--- src/rtl/arb_pkg.sv ---
// Shared types and helpers for the round-robin grant controller.
package arb_pkg;

    typedef enum logic {
        IDLE  = 1'b0,
        OWNED = 1'b1
    } arb_state_t;

    // Pointer value that makes index k the lowest priority in a descending search.
    function automatic int rr_next_ptr(input int k, input int n);
        return (k == 0) ? (n - 1) : (k - 1);
    endfunction

endpackage

--- src/rtl/ps_rot.sv ---
// Combinational rotating priority selector: descending search from ptr with wrap,
// skipping any bit set in excl.
module ps_rot #(
    parameter int N  = 4,
    parameter int IW = $clog2(N)
) (
    input  logic [N-1:0]  req,
    input  logic [IW-1:0] ptr,
    input  logic [N-1:0]  excl,
    output logic [N-1:0]  win,
    output logic [IW-1:0] win_id,
    output logic          win_vld
);

    always_comb begin
        int j;
        logic [IW-1:0] idx;
        win     = '0;
        win_id  = '0;
        win_vld = 1'b0;
        j       = 0;
        idx     = '0;
        for (int i = 0; i < N; i++) begin
            j = int'(ptr) - i;
            if (j < 0) j = j + N;
            idx = IW'(j);
            if (!win_vld && req[idx] && !excl[idx]) begin
                win_vld     = 1'b1;
                win_id      = idx;
                win[idx]    = 1'b1;
            end
        end
    end

endmodule

--- src/rtl/rr_arb4.sv ---
// Round-robin grant controller with bounded owner bursts; all outputs registered.
module rr_arb4
    import arb_pkg::*;
#(
    parameter int N        = 4,
    parameter int MAX_HOLD = 8
) (
    input  logic                 clock,
    input  logic                 reset_n,
    input  logic                 en,
    input  logic [N-1:0]         req,
    output logic [N-1:0]         gnt,
    output logic [$clog2(N)-1:0] gnt_id,
    output logic                 busy,
    output logic                 preempt
);

    localparam int IW = $clog2(N);
    localparam int HW = $clog2(MAX_HOLD + 1);

    arb_state_t    state, state_n;
    logic [IW-1:0] own, own_n;
    logic [IW-1:0] ptr, ptr_n;
    logic [HW-1:0] hold_cnt, hold_n;
    logic [N-1:0]  gnt_n;
    logic          busy_n, preempt_n;

    logic [N-1:0]  excl;
    logic [N-1:0]  win;
    logic [IW-1:0] win_id;
    logic          win_vld;

    // The current owner is masked out so a hold expiry always picks someone else.
    always_comb begin
        excl = '0;
        if (state == OWNED) excl[own] = 1'b1;
    end

    ps_rot #(.N(N), .IW(IW)) u_sel (
        .req     (req),
        .ptr     (ptr),
        .excl    (excl),
        .win     (win),
        .win_id  (win_id),
        .win_vld (win_vld)
    );

    always_comb begin
        state_n   = state;
        own_n     = own;
        ptr_n     = ptr;
        hold_n    = hold_cnt;
        gnt_n     = gnt;
        busy_n    = busy;
        preempt_n = 1'b0;

        if (!en) begin
            state_n = IDLE;
            own_n   = '0;
            hold_n  = '0;
            gnt_n   = '0;
            busy_n  = 1'b0;
        end else begin
            unique case (state)
                IDLE: begin
                    if (win_vld) begin
                        state_n = OWNED;
                        own_n   = win_id;
                        ptr_n   = IW'(rr_next_ptr(int'(win_id), N));
                        hold_n  = HW'(1);
                        gnt_n   = win;
                        busy_n  = 1'b1;
                    end
                end
                OWNED: begin
                    if (req[own]) begin
                        if (hold_cnt < HW'(MAX_HOLD)) begin
                            hold_n = hold_cnt + HW'(1);
                        end else if (win_vld) begin
                            own_n     = win_id;
                            ptr_n     = IW'(rr_next_ptr(int'(win_id), N));
                            hold_n    = HW'(1);
                            gnt_n     = win;
                            preempt_n = 1'b1;
                        end
                    end else if (win_vld) begin
                        // Release with waiters: hand over without an idle bubble.
                        own_n  = win_id;
                        ptr_n  = IW'(rr_next_ptr(int'(win_id), N));
                        hold_n = HW'(1);
                        gnt_n  = win;
                    end else begin
                        state_n = IDLE;
                        own_n   = '0;
                        hold_n  = '0;
                        gnt_n   = '0;
                        busy_n  = 1'b0;
                    end
                end
                default: begin
                    state_n = IDLE;
                end
            endcase
        end
    end

    always_ff @(posedge clock or negedge reset_n) begin
        if (!reset_n) begin
            state    <= IDLE;
            own      <= '0;
            ptr      <= IW'(N - 1);
            hold_cnt <= '0;
            gnt      <= '0;
            busy     <= 1'b0;
            preempt  <= 1'b0;
        end else begin
            state    <= state_n;
            own      <= own_n;
            ptr      <= ptr_n;
            hold_cnt <= hold_n;
            gnt      <= gnt_n;
            busy     <= busy_n;
            preempt  <= preempt_n;
        end
    end

    // The owner register is cleared whenever the grant is, so it doubles as gnt_id.
    assign gnt_id = own;

endmodule

--- config.mk ---
export PLATFORM = sky130hd
export DESIGN_NAME = rr_arb4
export DESIGN_NICKNAME = d
export VERILOG_FILES = /design/src/rtl/arb_pkg.sv /design/src/rtl/ps_rot.sv /design/src/rtl/rr_arb4.sv
export SDC_FILE = /design/constraint.sdc
export NUM_CORES = 1
export LEC_CHECK = 0
export ABC_AREA = 1
export CAP_MARGIN = 20
export CELL_PAD_IN_SITES_DETAIL_PLACEMENT = 1
export CELL_PAD_IN_SITES_GLOBAL_PLACEMENT = 1
export CORE_MARGIN = 3
export CORE_UTILIZATION = 43
export CTS_CLUSTER_SIZE = 40
export DETAILED_ROUTE_END_ITERATION = 8
export HOLD_SLACK_MARGIN = 0.1
export PLACE_DENSITY_LB_ADDON = 0.25
export SYNTH_ARGS = -nofsm -noshare
export SYNTH_HDL_FRONTEND = slang
export SYNTH_SLANG_ARGS = --single-unit
--- constraint.sdc ---
create_clock -name clock -period 5.9 [get_ports clock]
set_clock_uncertainty 0.2 [all_clocks]
set_input_delay 1.18 -clock clock [delete_from_list [all_inputs] [get_ports clock]]
set_output_delay 1.18 -clock clock [all_outputs]
set_load 0.05 [all_outputs]
==> key figures <==
Layout
  • Layout cells sized above 1: under 10%
  • Fill count: 408
  • P&R area growth vs syn: 12.79%
  • # diodes: 0
  • Final #Nets: 238

Floorplanning
  • Initial Utilization: a little under half
  • Number of cell rows: 19
  • Die height: 62.24 um
  • Die Span X: 62.24 um
  • Die area: slightly below 4000 um^2
  • Area of the core: between 2000 and 3000 um^2
  • IO Count: 15

Clocking
  • Post-CTS Hold Buffers: 0
  • H-tree depth: 1
  • Setup bufs post-CTS: 0
  • CTS Root Cell: clkbuf_4
  • CTS tree: built
  • CTS sink cnt: 15
  • Post-CTS Resized: 0
  • Clock Tree Buf Depth: 2
  • CTS Buf Count: 3
  • Clk slew on worst S/H paths: 0.09 ns
  • Clock Latency Late Sink: 0.29 ns

Worst setup path
  • Reg-to-reg critical path startpoint: ptr[0]$_DFFE_PN1P_
  • Buffers plus inverters on the worst setup path: 1
  • R2r setup slk: 3.14 ns
  • Crit path arrival time: 1.78 ns
  • Largest stage delay on the critical path: around 0.9 ns
  • Cell family with most CP delay: buffers and inverters
  • RR Endpoint: gnt[2]$_DFFE_PN0P_
  • Worst r2r path cells: 13
  • WP depth: 1
  • Startpoint Class: register
  • Crit path cell chain: clkdlybuf4s50_1
  • CP Class: reg -> out
  • Crit-path max FO: 9
  • CP Data Required Time: 4.52 ns
  • Setup crit end kind: output pin
  • Slowest CP cell: clkdlybuf4s50_1

GRT
  • Largest net degree at the start of global routing: 17
  • Number of global-route vias before repair: 1424
  • Layer with the highest usage: met2
  • Total GRT Usage: 21.19%
  • Initial antenna violation count: 0
  • Global-route wire length before repair: 6734 um
  • Overflow after GRT: 0
  • Met1 Resource Use GR: between 20% and 30%
  • GR Util met2: 34.54%
  • GRT met3 Usage: 5.045%

Synthesis
  • Mean Syn Cell Area: 6.570 um^2
  • #FFs+latches synth: 15
  • Synth area leaders: dfrtp_1 (24%), nand2_1 (20%), nand3_1 (9.6%)
  • Most frequent cell after synthesis: nand2_1
  • Sequential fraction of the synthesis area: 27.78%
  • Largest area contributor in the netlist: dfrtp_1
  • EDFF count, synth: 0
  • Synth unique cells: 25
  • Share of Yosys cell area claimed by the top area cell type: 23.92%
  • Commonest cells in the netlist: nand2_1 (72), nand3_1 (26), inv_1 (22), dfrtp_1 (13), nor2_1 (13)
  • Main synth FF type: dfrtp_1
  • Mapped cell area: 1360 um^2
  • Syn Inst Count: 207
  • Async set-reset flop share out of synthesis: 100.0%
  • Synth warn: 0
  • Syn nets: 223

Timing
  • Final slew viol count: 0
  • Fmax: 316.6 MHz
  • RSZ-0062 raised after global routing: no
  • Min cycle time layout: 3.158 ns
  • Tcrit/Tclk final: 53.53%
  • Least-Margin Pin Slew: ~0.67 ns
  • Total negative setup slack: 0 ns
  • Slew headroom: 54.90%
  • Final setup violation count: 0
  • Final hold vios: 0

Routing
  • Via Count: 1391
  • DRC: 0
  • Post-DR vias/cell: 5.289
  • WL/cell: 14.36 um
  • Detailed Route WL: 3776 um
  • Antenna Nets Post-Route: 0
  • Drt first-iter violations: 103
  • Drt pass-1 iters: 4

Pwr
  • Worst vdd rail ir drop: 288.6 uV
  • Leakage: 0.8094 nW
  • Power Total: 916.8 uW
  • Cell area power density: 597.6 nW/um^2

Run
  • Max-cap violations: 0

Min path
  • Hold Crit Depth: 2
  • Hold_sp: gnt[3]$_DFFE_PN0P_
  • HP Class: reg -> reg
  • End of the worst hold path: gnt[3]$_DFFE_PN0P_

Place
  • GP Congestion: 0.8522
  • Dpl hpwl: 2990 um
  • I/O Buffers: 14

Outcome
  • Status: complete, no violations
[power breakdown]
group          total (mW)  internal [mW]  switching [mW]
clock network      0.0626         0.0263          0.0362
registers           0.203          0.141          0.0621
logic               0.651          0.200           0.451
total               0.917          0.367           0.549
[layout make-up]
type,count,area [um^2],share of cell area (%)
flip-flops and latches,15,377.9,24.63
repair buffers,14,140.1,9.135
inverters,27,101.3,6.607
well taps,42,52.55,3.426
multi-input cells,161,835.8,54.49
clock buffers,4,26.28,1.713
[layout by cell type (no fill, tap or decap)]
cell / Yosys / routed
a21boi_0: 1 / 1
a31oi_1: 1 / 1
nor2_8: 1 / 1
inv_1: 22 / 22
nor2_1: 13 / 13
nand3_1: 26 / 26
nand4_1: 7 / 7
nand2_2: 5 / 5
clkbuf_1: 0 / 1
xor2_1: 1 / 1
inv_2: 5 / 5
o21ai_1: 1 / 1
clkbuf_4: 0 / 3
clkdlybuf4s50_1: 0 / 14
nand2_1: 72 / 72
nand3_2: 1 / 1
o21ai_0: 7 / 7
o21ai_2: 1 / 1
nor2_2: 1 / 1
o21a_1: 1 / 1
a21oi_1: 6 / 6
nand2_4: 2 / 2
nor3_1: 4 / 4
dfrtp_1: 13 / 13
dfstp_2: 2 / 2
ha_1: 9 / 9
nor2_4: 1 / 1
[sequential cells by signal (all words and copies together) (netlist names)]
signal    count
busy          1
gnt           4
hold_cnt      4
gnt_id        2
preempt       1
ptr           2
state         1
[how the worst max path moves through the flow]
stage	start	to	slack (ns)
6_report	gnt_id[0]$_DFFE_PN0P_	gnt_id[0]	2.74
5_1_grt	gnt_id[0]$_DFFE_PN0P_	gnt_id[0]	2.67
4_1_cts	gnt_id[0]$_DFFE_PN0P_	gnt_id[0]	2.74
3_5_place_dp	req[3]	ptr[1]$_DFFE_PN1P_	2.67
3_3_place_gp	req[3]	ptr[0]$_DFFE_PN1P_	2.73
2_1_floorplan	req[3]	ptr[0]$_DFFE_PN1P_	3.39
[per-stage QoR]
stage / setup WS [ns] / utilization (%) / instance area (um^2) / instances / hold WS [ns]
after floorplan: 3.392 / - / 1360 / 207 / 0.3056
after global placement: 2.735 / 52.41 / 1508 / 259 / 0.2717
after detailed placement: 2.669 / 52.41 / 1508 / 259 / 0.2917
after CTS: 2.739 / 53.33 / 1534 / 263 / 0.3192
after global routing: 2.671 / 53.33 / 1534 / 263 / 0.3681
final: 2.742 / 53.33 / 1534 / 263 / 0.3107
[logic make-up (layout without fill, tap and decap cells)]
kind of cell    after synthesis  in the layout  synth area share [%]
fa+ha+maj                     9              9                 8.280
simple gates                133            133                 45.17
xor+xnor                      1              1                0.6441
compound gates               18             18                 7.360
flops                        15             15                 27.78
buf+inv                      31             45                 10.76
[routing by layer]
metal  routed length, um  vias to the layer above
met5                   0                        -
met4                  32                        0
met2                1753                       35
met3                 192                        5
met1                1797                      660
li1                    -                      691
Power figures use the tool's default switching activity.
